==> src/rtl/md5_match_pkg.sv <==
`default_nettype none
// ============================================================================
// Module      : md5_match_pkg
// Description : Shared types and helpers for the MD5 string match engine.
//               Holds block/digest widths, the control state encoding, a
//               32-bit byte swap and the single-block MD5 padding builder.
// Revision    : 1.0 - initial release
// ============================================================================
package md5_match_pkg;

    localparam int MD5_BLK_W   = 512;
    localparam int DIGEST_W    = 128;
    localparam int STR_LEN_MAX = 55;
    // Message bytes 0..55 sit below the 64-bit length field.
    localparam int WIN_MAX_W   = 448;

    typedef enum logic [2:0] {
        S_IDLE  = 3'd0,
        S_FILL  = 3'd1,
        S_RUN   = 3'd2,
        S_DRAIN = 3'd3,
        S_DONE  = 3'd4
    } state_t;

    function automatic logic [31:0] bswap32(input logic [31:0] x);
        return {x[7:0], x[15:8], x[23:16], x[31:24]};
    endfunction

    // Builds a padded one-block message: window bytes, 0x80 marker, zero
    // fill, then the bit length as a little-endian 64-bit value.
    function automatic logic [MD5_BLK_W-1:0] pad_block(
        input logic [WIN_MAX_W-1:0] window,
        input int                   str_len
    );
        logic [MD5_BLK_W-1:0] blk;
        blk = '0;
        for (int i = 0; i < 56; i++) begin
            if (i < str_len) begin
                blk[8*i +: 8] = window[8*i +: 8];
            end else if (i == str_len) begin
                blk[8*i +: 8] = 8'h80;
            end
        end
        blk[MD5_BLK_W-1 -: 64] = 64'(str_len) << 3;
        return blk;
    endfunction

endpackage
`default_nettype wire

==> src/rtl/string_match_engine_char_window.sv <==
`default_nettype none
// ============================================================================
// Module      : char_window
// Description : STR_LEN-byte sliding window over a byte stream. Byte 0 is the
//               oldest byte. Tracks how many bytes have arrived since clear
//               and flags when the window holds a complete string.
//   clk, rst       clock, asynchronous active-high reset
//   i_clear        synchronous clear of window, fill count and full flag
//   i_shift        accept i_data into the window this cycle
//   i_data         incoming byte
//   o_window_next  window contents after this cycle's shift
//   o_full_next    window will be complete after this cycle's shift
// Revision    : 1.0 - initial release
// ============================================================================
module char_window
    import md5_match_pkg::*;
#(
    parameter int STR_LEN = 19
) (
    input  logic                 clk,
    input  logic                 rst,
    input  logic                 i_clear,
    input  logic                 i_shift,
    input  logic [7:0]           i_data,
    output logic [8*STR_LEN-1:0] o_window_next,
    output logic                 o_full_next
);

    localparam int c_cnt_w = $clog2(STR_LEN + 1);

    logic [8*STR_LEN-1:0] r_win;
    logic [c_cnt_w-1:0]   r_cnt;
    logic                 r_full;
    logic [8*STR_LEN-1:0] w_shifted;

    // Newest byte enters at the top so byte 0 always holds the oldest.
    generate
        if (STR_LEN == 1) begin : g_single
            assign w_shifted = i_data;
        end else begin : g_multi
            assign w_shifted = {i_data, r_win[8*STR_LEN-1:8]};
        end
    endgenerate

    assign o_window_next = i_shift ? w_shifted : r_win;
    assign o_full_next   = r_full || (i_shift && (r_cnt == c_cnt_w'(STR_LEN - 1)));

    always_ff @(posedge clk or posedge rst) begin
        if (rst) begin
            r_win  <= '0;
            r_cnt  <= '0;
            r_full <= 1'b0;
        end else if (i_clear) begin
            r_win  <= '0;
            r_cnt  <= '0;
            r_full <= 1'b0;
        end else if (i_shift) begin
            r_win  <= w_shifted;
            r_full <= o_full_next;
            if (!r_full) begin
                r_cnt <= r_cnt + 1'b1;
            end
        end
    end

endmodule
`default_nettype wire

==> src/rtl/string_match_engine.sv <==
`default_nettype none
// ============================================================================
// Module      : string_match_engine
// Description : Slides a STR_LEN-byte window over the command stream, issues
//               one padded MD5 block per window position to a pipelined MD5
//               core, compares returned digests with the target hash and
//               latches the first matching string for character readout.
//   clk_96mhz / reset       clock, asynchronous active-high reset
//   proc_start              start pulse (honoured in IDLE/DONE)
//   proc_num_bytes          stream length, sampled on proc_start
//   proc_data(_valid)       stream bytes
//   proc_match_char_next    advance readout character
//   proc_target_hash        digest to find, [127:120] is byte 0
//   proc_done / proc_match  run complete / match found (levels)
//   proc_byte_pos           stream index of the matched string
//   proc_match_char         current readout character
//   m_out / valid_out       block to the MD5 core
//   m_in / valid_in         block echoed by the core with its digest
//   a_in..d_in              MD5 chaining words of the result
// Revision    : 1.0 - initial release
// ============================================================================
module string_match_engine
    import md5_match_pkg::*;
#(
    parameter int STR_LEN = 19,
    parameter int POS_W   = 16,
    parameter int MD5_LAT = 65
) (
    input  logic                 clk_96mhz,
    input  logic                 reset,
    input  logic                 proc_start,
    input  logic [POS_W-1:0]     proc_num_bytes,
    input  logic [7:0]           proc_data,
    input  logic                 proc_data_valid,
    input  logic                 proc_match_char_next,
    input  logic [DIGEST_W-1:0]  proc_target_hash,
    output logic                 proc_done,
    output logic                 proc_match,
    output logic [POS_W-1:0]     proc_byte_pos,
    output logic [7:0]           proc_match_char,
    output logic [MD5_BLK_W-1:0] m_out,
    output logic                 valid_out,
    input  logic [MD5_BLK_W-1:0] m_in,
    input  logic                 valid_in,
    input  logic [31:0]          a_in,
    input  logic [31:0]          b_in,
    input  logic [31:0]          c_in,
    input  logic [31:0]          d_in
);

    localparam int c_win_w = 8 * STR_LEN;
    localparam int c_idx_w = (STR_LEN > 1) ? $clog2(STR_LEN) : 1;

    generate
        if (STR_LEN < 1 || STR_LEN > STR_LEN_MAX || MD5_LAT < 1) begin : g_param_check
            $error("string_match_engine: STR_LEN must be 1..55 and MD5_LAT at least 1");
        end
    endgenerate

    state_t               r_state;
    state_t               w_state_next;

    logic [POS_W-1:0]     r_expected;
    logic [POS_W-1:0]     r_issued;
    logic [POS_W-1:0]     r_result;
    logic                 r_match;
    logic [POS_W-1:0]     r_byte_pos;
    logic [c_win_w-1:0]   r_match_str;
    logic [c_idx_w-1:0]   r_idx;
    logic                 r_valid_out;
    logic [MD5_BLK_W-1:0] r_m_out;

    logic                 w_start;
    logic                 w_short;
    logic                 w_accept;
    logic                 w_full_next;
    logic [c_win_w-1:0]   w_window_next;
    logic                 w_issue;
    logic                 w_last_issue;
    logic                 w_result;
    logic                 w_last_result;
    logic [DIGEST_W-1:0]  w_digest;
    logic                 w_echo_ok;
    logic                 w_hit;
    logic                 w_first_hit;

    assign w_start  = proc_start && (r_state == S_IDLE || r_state == S_DONE);
    assign w_short  = proc_num_bytes < POS_W'(STR_LEN);
    // Only FILL and RUN consume bytes; anything past the last window lands
    // in DRAIN/DONE and is dropped.
    assign w_accept = proc_data_valid && (r_state == S_FILL || r_state == S_RUN);

    char_window #(
        .STR_LEN(STR_LEN)
    ) u_char_window (
        .clk          (clk_96mhz),
        .rst          (reset),
        .i_clear      (w_start),
        .i_shift      (w_accept),
        .i_data       (proc_data),
        .o_window_next(w_window_next),
        .o_full_next  (w_full_next)
    );

    assign w_issue      = w_accept && w_full_next;
    assign w_last_issue = w_issue && ((r_issued + 1'b1) == r_expected);

    // Results are counted only while a run is active, so digests still in
    // flight from an aborted run fall on the floor in IDLE.
    assign w_result      = valid_in && (r_state == S_RUN || r_state == S_DRAIN);
    assign w_last_result = w_result && ((r_result + 1'b1) == r_expected);

    assign w_digest = {bswap32(a_in), bswap32(b_in), bswap32(c_in), bswap32(d_in)};
    // A hit also requires the echoed block to carry this engine's padding,
    // so a foreign or corrupted block can never be reported as a match.
    assign w_echo_ok   = (m_in == pad_block(m_in[WIN_MAX_W-1:0], STR_LEN));
    assign w_hit       = w_result && w_echo_ok && (w_digest == proc_target_hash);
    assign w_first_hit = w_hit && !r_match;

    always_ff @(posedge clk_96mhz or posedge reset) begin
        if (reset) begin
            r_state <= S_IDLE;
        end else begin
            r_state <= w_state_next;
        end
    end

    always_comb begin
        w_state_next = r_state;
        case (r_state)
            S_IDLE, S_DONE: begin
                if (w_start) begin
                    w_state_next = w_short ? S_DONE : S_FILL;
                end
            end
            S_FILL: begin
                if (w_last_issue) begin
                    w_state_next = S_DRAIN;
                end else if (w_issue) begin
                    w_state_next = S_RUN;
                end
            end
            S_RUN: begin
                if (w_last_issue) begin
                    w_state_next = S_DRAIN;
                end
            end
            S_DRAIN: begin
                if (w_last_result) begin
                    w_state_next = S_DONE;
                end
            end
            default: begin
                w_state_next = S_IDLE;
            end
        endcase
    end

    always_ff @(posedge clk_96mhz or posedge reset) begin
        if (reset) begin
            r_expected  <= '0;
            r_issued    <= '0;
            r_result    <= '0;
            r_match     <= 1'b0;
            r_byte_pos  <= '0;
            r_match_str <= '0;
            r_idx       <= '0;
            r_valid_out <= 1'b0;
            r_m_out     <= '0;
        end else begin
            r_valid_out <= w_issue;
            if (w_issue) begin
                r_m_out <= pad_block({{(WIN_MAX_W - c_win_w){1'b0}}, w_window_next}, STR_LEN);
            end

            if (w_start) begin
                r_expected <= w_short ? '0 : (proc_num_bytes - POS_W'(STR_LEN - 1));
                r_issued   <= '0;
                r_result   <= '0;
                r_match    <= 1'b0;
                r_byte_pos <= '0;
                r_idx      <= '0;
            end else begin
                if (w_issue) begin
                    r_issued <= r_issued + 1'b1;
                end
                if (w_result) begin
                    r_result <= r_result + 1'b1;
                end
                if (w_first_hit) begin
                    r_match     <= 1'b1;
                    r_byte_pos  <= r_result;
                    r_match_str <= m_in[c_win_w-1:0];
                    r_idx       <= '0;
                end else if (proc_match_char_next) begin
                    if (r_idx == c_idx_w'(STR_LEN - 1)) begin
                        r_idx <= '0;
                    end else begin
                        r_idx <= r_idx + 1'b1;
                    end
                end
            end
        end
    end

    assign proc_done       = (r_state == S_DONE);
    assign proc_match      = r_match;
    assign proc_byte_pos   = r_byte_pos;
    assign proc_match_char = r_match ? r_match_str[{r_idx, 3'b000} +: 8] : 8'h00;
    assign valid_out       = r_valid_out;
    assign m_out           = r_m_out;

endmodule
`default_nettype wire

==> config.mk <==
export PLATFORM = sky130hd
export DESIGN_NAME = string_match_engine
export DESIGN_NICKNAME = d
export VERILOG_FILES = /design/src/rtl/md5_match_pkg.sv /design/src/rtl/string_match_engine_char_window.sv /design/src/rtl/string_match_engine.sv
export SDC_FILE = /design/constraint.sdc
export NUM_CORES = 1
export LEC_CHECK = 0
export CORE_AREA = 4 4 522 524
export DETAILED_ROUTE_END_ITERATION = 12
export DIE_AREA = 0 0 526 528
export MAX_ROUTING_LAYER = met4
export PLACE_DENSITY = 0.39
export SKIP_LAST_GASP = 1
export SLEW_MARGIN = 10
export SYNTH_ARGS = -nofsm -noshare
export SYNTH_HDL_FRONTEND = slang
export SYNTH_SLANG_ARGS = --single-unit
==> constraint.sdc <==
create_clock -name clk_96mhz -period 24.2 [get_ports clk_96mhz]
set_clock_uncertainty 0.15 [all_clocks]
set_input_delay 4.84 -clock clk_96mhz [delete_from_list [all_inputs] [get_ports clk_96mhz]]
set_output_delay 4.84 -clock clk_96mhz [all_outputs]
set_load 0.02 [all_outputs]
### Word-level counts from Yosys, hierarchy flattened

Cells that the tools add are included.

* bits in registers: 537
* bits of input ports: 798
* output and inout bits: 539
* logic and storage cells: 89

* $add $sub $neg: 5
* magnitude comparators: 1
* eq/ne operators: 15
* shift operators: 1
* muxes and demuxes: 28
* bitwise operators: 1
* reductions and logical operators: 25

Operator list (number)
* 360-bit by 304-bit == test with 1-bit output, second input constant: 1
* 152-bit two-way mux: 2
* 152-bit by 9-bit variable part select with 8-bit output: 1
* 128-bit == test: 1
* 16-bit two-way mux: 7
* 5-bit two-way mux: 7
* 16-bit by 1-bit adder with 16-bit output, second input constant: 2
* 16-bit == test: 2
* 3-bit two-way mux: 6
* 16-bit by 5-bit < comparator with 1-bit output, second input constant: 1
* 16-bit by 5-bit subtractor with 16-bit output, second input constant: 1
* 3-bit one-hot mux with 4 select lines: 1
* 5-bit by 1-bit adder with 5-bit output, second input constant: 2
* 5-bit == test, second input constant: 2
* 1-bit logical AND: 10
* 8-bit two-way mux: 1
* 2-bit nonzero test: 4
* 3-bit by 2-bit == test with 1-bit output, second input constant: 2
* 1-bit logical OR: 4
* 1-bit two-way mux: 4
* 2-bit by 1-bit != test with 1-bit output, second input constant: 2
* 2-bit != test, second input constant: 2
* 2-bit AND reduction: 2
* 4-bit AND reduction: 1
* other kinds (8): 8

### Longest topological paths before layout

Gate-level depths: netlist of the first run.

* depth after elaboration: 9
* depth in mapped cells: 10
* mapped depth without buffers: 9

### By module

From an unflattened synthesis of the first run, not the netlist that was laid out.

* cells, all modules: 2857
* area total of the unflattened synthesis: 29828.6 µm²

Modules (own cells, without submodules)
* string_match_engine: instances 1, cells each 2338, area each 22866.9 µm², seq. area each 9484.1 µm²
* char_window: instances 1, cells each 519, area each 6961.7 µm², seq. area each 3953.8 µm²

### Worst setup path after synthesis of the first run

Ideal clock, no wire load.

* path kind: reg-to-output
* start: reg r_idx[0]
* end: out proc_match_char[0]
* arrival time: 2.546 ns
* required time: 19.210 ns
* setup slack: 16.664 ns
* cell stages (with the launch flop): 8
* buffers on the path: 2
* path through: dfrtp_1 > clkbuf_1 > buf_1 > mux4_2 > mux4_2 > inv_1 > o22ai_1 > and2_1

* word-level cells in the longest chain between the ends: 2

Ends and longest elaborated chain
* from (decl): RTL line string_match_engine.sv:69 `logic [c_idx_w-1:0] r_idx;`
* from (signal assigned): RTL line string_match_engine.sv:199 `r_idx <= r_idx + 1'b1;`
* 152-bit by 9-bit variable part select with 8-bit output: RTL line string_match_engine.sv:209 `assign proc_match_char = r_match ? r_match_str[{r_idx, 3'b000} +: 8] : 8'h00;`
* 8-bit two-way mux: RTL line string_match_engine.sv:209
* to (decl): RTL line string_match_engine.sv:40 `output logic [7:0] proc_match_char,`

No other way between the ends.

### Final worst setup path of the first run

* start: reg r_idx[0]
* end: out proc_match_char[4]

Same word-level chain as after synthesis.

==> results.tsv, run 1 <==
metric	value	unit
via_count	24420	
grt_max_degree	131	
cts.path.max_buffers	3	
crit_type	flip-flop to primary output	
rows	190	
finalWirelength	157000	um
yosysTopAreaCellShare	46.0	%
cp-end-kind	primary output	
grt.total_usage	11.1	%
drive_gt1_share	8.36	%
drt_first_pass_iters	5	
place_congestion	0.928	
pre_cts_ws	14160	ps
dieArea	278000	um2
hp-class	flip-flop to flip-flop	
cellPowerDensity	81.3	nW/um2
drc_errors	0	
tightest_slew	1120	ps
cts_tree	yes	
cts_sinks	529	
synth_area_leaders	dfrtp_1 46%, nand2_1 11%, buf_4 9.5%, mux2_4 5.2%, mux4_2 3.1%	
ys_ff_latch	529	
setup_ws	14820	ps
setup-violations-final	0	
rsz0062_at_grt	false	
ys_seq_area_share	46.0	%
ctsHoldBuffers	0	
post_cts_buffers	0	
yosysTopAreaCell	dfrtp_1	
ant_nets	0	
required	19210	ps
cts.htree.levels	3	
vdd_drop_max	46.1	uV
arrival	4390	ps
synth_edf_count	0	
hold_viol_final	0	
fin_crit_sh	38.7	%
design.core.area	267000	um2
max_freq	107	MHz
period_minus_slack	9380	ps
root_buffer	clkbuf_16	
io_buffers	980	
synth_ff_type	dfrtp_1	
hpwlAfterDp	129000	um
slew_viol_final	0	
slew-limit-headroom	25.0	%
cts.reportedPaths.clkPinSlew	60	ps
yosysWarnings	0	
startpoint_type	flip-flop	
viasPerCell	3.23	
initial_core_util	10.8	%
ys_types	67	
final_nets	4721	
die_h	528	um
worstSkewPairLatency	700	ps
wire_per_inst	20.8	um
grt_overflow_total	0	
fin_setup_tns	0	ps
ioPinCount	1337	
cts_resized	0	
syn_to_final_growth	52.0	%
antenna_found_initial	96	
syn_avg_cell_area	9.60	um2
postSynthCellCount	2995	
p_total	3.55	mW
status	finished, final reports clean	
async_flop_share	100	%
grt_pass1_wl	211000	um
final_common_cell	clkdlybuf4s50_1	
numCtsBuffers	71	
cp_max_fo	23	
synth_area	28800	um2
maxCapViolCount	0	
p_leak	18.3	nW
die_width	526	um
grt_pass1_vias	24875	
layout_common_cells	980 x clkdlybuf4s50_1, 816 x nand2_1, 527 x dfrtp_1	
drt_iter0_drc	1325	
synth_stat cells, drive strengths merged, types with 50 or more instances:
library cell / instances
inv: 83
dfrtp: 529
nor4: 115
buf: 398
nand4: 50
xor2: 63
a21oi: 166
mux2: 152
nand2: 817
clkbuf: 115
xnor2: 61
o21ai: 53
final timing paths:
kind | from | to | slack, ps | cells past startpoint
hold reg to reg | u_char_window.r_win[12] | m_out[4] | 320 | 2
min in group asynchronous | reset | r_match_str[55] | 4550 | 2
max in group asynchronous | reset | r_expected[5] | 15680 | 6
setup reg to reg | proc_match | r_match_str[46] | 18880 | 8
setup / recovery | r_idx[0] | proc_match_char[4] | 14820 | 7
hold / removal | u_char_window.r_win[12] | m_out[4] | 320 | 2
logic make-up after synthesis:
logic type | count (synthesis) | synth area share (%)
and+or+nand+nor | 1179 | 18.1
buffers and inverters | 596 | 13.2
muxes | 221 | 11.4
DFF | 529 | 46.0
xor gates and xnor gates | 124 | 3.78
adders and majority gates | 7 | 0.305
AOI/OAI and AO/OA | 338 | 7.13
other | 1 | 0.0130
where the power goes:
| part | switching (mW) | internal (mW) |
|---|---|---|
| combinational | 0.618 | 0.452 |
| clock | 0.471 | 0.683 |
| sequential | 0.233 | 1.10 |
| total | 1.32 | 2.23 |
worst max-delay path, cell delays in order (launching register included):
cell             delay [ps]
dfrtp_4                 750
buf_4                   590
mux4_2                  740
mux4_2                  500
inv_1                   160
o22ai_1                 100
and2_1                  190
clkdlybuf4s50_1         600
sequential cells by signal, indices dropped and copies added (netlist names), 3 cells and up:
signal               flops
m_out                  153
r_match_str            152
u_char_window.r_win    144
proc_byte_pos           16
r_expected              16
r_issued                16
r_result                16
r_idx                    5
u_char_window.r_cnt      5
r_state                  3
layer usage:
metal	GRT usage, %	vias to the layer above	wire length [um]	part of all wire, %
met3	2.62	170	9850	6.3
met4	2.01	0	2450	1.6
met2	17.1	993	71100	45
met5	-	-	0	0
li1	-	11276	-	-
met1	15.0	11981	73700	47
stage by stage:
step | cell area (um2) | instances | hold slack (ps) | util, %
finish | 43700 | 7550 | 319 | 16.3
global route | 43700 | 7546 | 340 | 16.3
CTS | 43600 | 7523 | 321 | 16.3
detailed placement | 41100 | 7395 | 301 | 15.4
global placement | 41100 | 7395 | 302 | 15.4
floorplan | 30100 | 3350 | 289 | -
cell type report:
cell class | count | area [um2]
fill | 29990 | 224000
sequential | 529 | 13200
multi-input combinational | 2225 | 13100
timing repair buffer | 1006 | 10000
tap | 3552 | 4440
clock buffer | 99 | 1990
clock inverter | 29 | 528
inverter | 83 | 324
antenna | 27 | 67.6
Power figures use the tool's default switching activity.
==> run 2: changes to the inputs <==
--- a/config.mk
+++ b/config.mk
@@ -5,11 +5,11 @@
 export SDC_FILE = /design/constraint.sdc
 export NUM_CORES = 1
 export LEC_CHECK = 0
-export CORE_AREA = 4 4 522 524
+export CORE_AREA = 4 4 517 519
 export DETAILED_ROUTE_END_ITERATION = 12
-export DIE_AREA = 0 0 526 528
+export DIE_AREA = 0 0 521 523
 export MAX_ROUTING_LAYER = met4
-export PLACE_DENSITY = 0.39
+export PLACE_DENSITY = 0.41
 export SKIP_LAST_GASP = 1
 export SLEW_MARGIN = 10
 export SYNTH_ARGS = -nofsm -noshare
==> constraint.sdc (replaced) <==
create_clock -name clk_96mhz -period 8.5 [get_ports clk_96mhz]
set_clock_uncertainty 0.15 [all_clocks]
set_input_delay 1.7 -clock clk_96mhz [delete_from_list [all_inputs] [get_ports clk_96mhz]]
set_output_delay 1.7 -clock clk_96mhz [all_outputs]
set_load 0.02 [all_outputs]
==> results.tsv, run 2 (synthesized netlist as in run 1, its figures left out) <==
metric	value	unit	change
status	finished, final reports clean		
initial_core_util	11.0	%	+0.22 points
fin_util	16.6	%	+0.26 points
pwr-share-seq	38.8	%	+1.4 points
p_total	9.86	mW	+180%
layout_common_cells	980 x clkdlybuf4s50_1, 816 x nand2_1, 527 x dfrtp_1		
dpl_cell_area	41200	um2	about the same
fin_area	43500	um2	-0.45%
p_leak	18.3	nW	-0.36%
ant_nets	0		unchanged
cts_sinks	529		unchanged
post_cts_buffers	0		unchanged
rsz0062_at_grt	false		
tightest_slew	1120	ps	+8.33 ps
comb_power_share	30.9	%	+0.8 points
cts_tree	yes		
whs_path_depth	2		unchanged
place_inst	7360		-0.47%
root_buffer	clkbuf_16		
grt_pass1_vias	25091		+0.87%
cts_resized	0		unchanged
worst_r2r_startpoint	proc_match		
p_int	6.17	mW	+180%
drt_first_pass_iters	5		unchanged
cts.htree.levels	3		unchanged
die_h	523	um	-0.95%
wire_per_inst	21.3	um	+2.2%
largest_register_ffs	153		unchanged
via_count	24581		+0.66%
numCtsBuffers	71		unchanged
startpoint	r_idx[0]		
grt_pass1_wl	213000	um	+1.0%
viasPerCell	3.27		+1.2%
drive_gt1_share	8.50	%	+0.14 points
hp-class	flip-flop to flip-flop		
ctsHoldBuffers	0		unchanged
period_minus_slack	6130	ps	
crit_type	flip-flop to primary output		
fin_crit_sh	72.1	%	
worstSkewPairLatency	670	ps	-30 ps
drt_iter0_drc	1717		+30%
hold_viol_final	0		unchanged
rrSetupSlack	3750	ps	-15130 ps
cp-endpoint	proc_match_char[7]		
power.share.clock	30.4	%	-2.1 points
vdd_drop_max	156	uV	+240%
fin_setup_tns	0	ps	unchanged
startpoint_type	flip-flop		
io_buffers	980		unchanged
grt_max_degree	130		-0.76%
die_width	521	um	-0.95%
finalWirelength	160000	um	+1.6%
cts.reportedPaths.clkPinSlew	60	ps	about the same
grt_overflow_total	0		unchanged
ioPinCount	1337		unchanged
cts.path.max_buffers	3		unchanged
required	6650	ps	-12560 ps
final_common_cell	clkdlybuf4s50_1		
setup-violations-final	0		unchanged
final_nets	4723		+0.042%
grt.total_usage	11.5	%	+0.42 points
cp-end-kind	primary output		
fin_cells	7506		-0.58%
hpwlAfterDp	132000	um	+2.5%
swShare	37.5	%	+0.30 points
drc_errors	0		unchanged
rows	188		-1.1%
r2r_end	r_match_str[47]		
arrival	4280	ps	-110 ps
dieArea	272000	um2	-1.9%
syn_to_final_growth	51.3	%	
antenna_found_initial	80		-17%
cellPowerDensity	227	nW/um2	+180%
reg2reg_depth	8		unchanged
maxCapViolCount	0		unchanged
design.core.area	262000	um2	-2.0%
power_switching	3.70	mW	+180%
max_freq	163	MHz	
slew_viol_final	0		unchanged
cp_max_fo	28		+22%
slew-limit-headroom	24.7	%	-0.21 points
place_congestion	0.933		+0.51%
run 2: cell types whose count changed in the layout (fill, tap and decap cells not counted), moves of 3 or more:
cell,previous run,this run
buf_12,3,8
buf_4,23,20
bufinv_16,9,2
clkbuf_1,17,8
clkbuf_8,11,16
clkinv_16,4,1
clkinv_2,6,11
clkinvlp_4,2,5
run 2: power groups by stage:
stage          Sequential (mW)  Clock (mW)  Combinational (mW)
2_1_floorplan             3.81           0                1.57
3_5_place_dp              3.88           0                3.09
6_report                  3.82        2.99                3.04
5_1_grt                   3.93        3.25                3.34
3_3_place_gp              3.88           0                3.07
4_1_cts                   3.85        3.16                3.10
run 2: worst min-delay path by stage:
stage                                  startpoint  slack, ps         end
after detailed placement               m_out[118]        310  m_out[118]
after CTS                               m_out[67]        330   m_out[67]
after floorplan            u_char_window.r_win[8]        290    m_out[0]
final                                   m_out[18]        320   m_out[18]
after global placement    u_char_window.r_win[13]        310    m_out[5]
after global routing                    m_out[37]        350   m_out[37]
run 2: through the flow:
stage / hold WS (ps) / setup WS, ps
after CTS: 326 / 2110
after detailed placement: 312 / 1980
after floorplan: 289 / -540
after global placement: 309 / 1970
after global routing: 349 / 2100
final: 320 / 2370
run 2: routing by layer:
| metal | up-vias | part of all wire (%) | global-route usage [%] |
|---|---|---|---|
| met2 | 999 | 46 | 18.2 |
| met1 | 12145 | 46 | 15.4 |
| met5 | - | 0 | - |
| met3 | 161 | 6.4 | 2.57 |
| li1 | 11276 | - | - |
| met4 | 0 | 1.3 | 1.89 |
run 2: area by class of cell:
cell class	count	area [um2]
Timing Repair Buffer	1008	10100
Clock buffer	95	2030
Inverter	83	320
Multi-Input combinational cell	2225	13100
Tap cell	3515	4400
Fill cell	29368	219000
Antenna cell	25	62.6
Clock inverter	26	272
Sequential cell	529	13200
run 2: worst max-delay path, stage by stage, from the launching register on:
cell and delay, ps:
dfrtp_4 880, buf_4 480, mux4_2 630, mux4_2 470, inv_1 140, o22ai_1 130
and2_1 210, clkdlybuf4s50_1 600
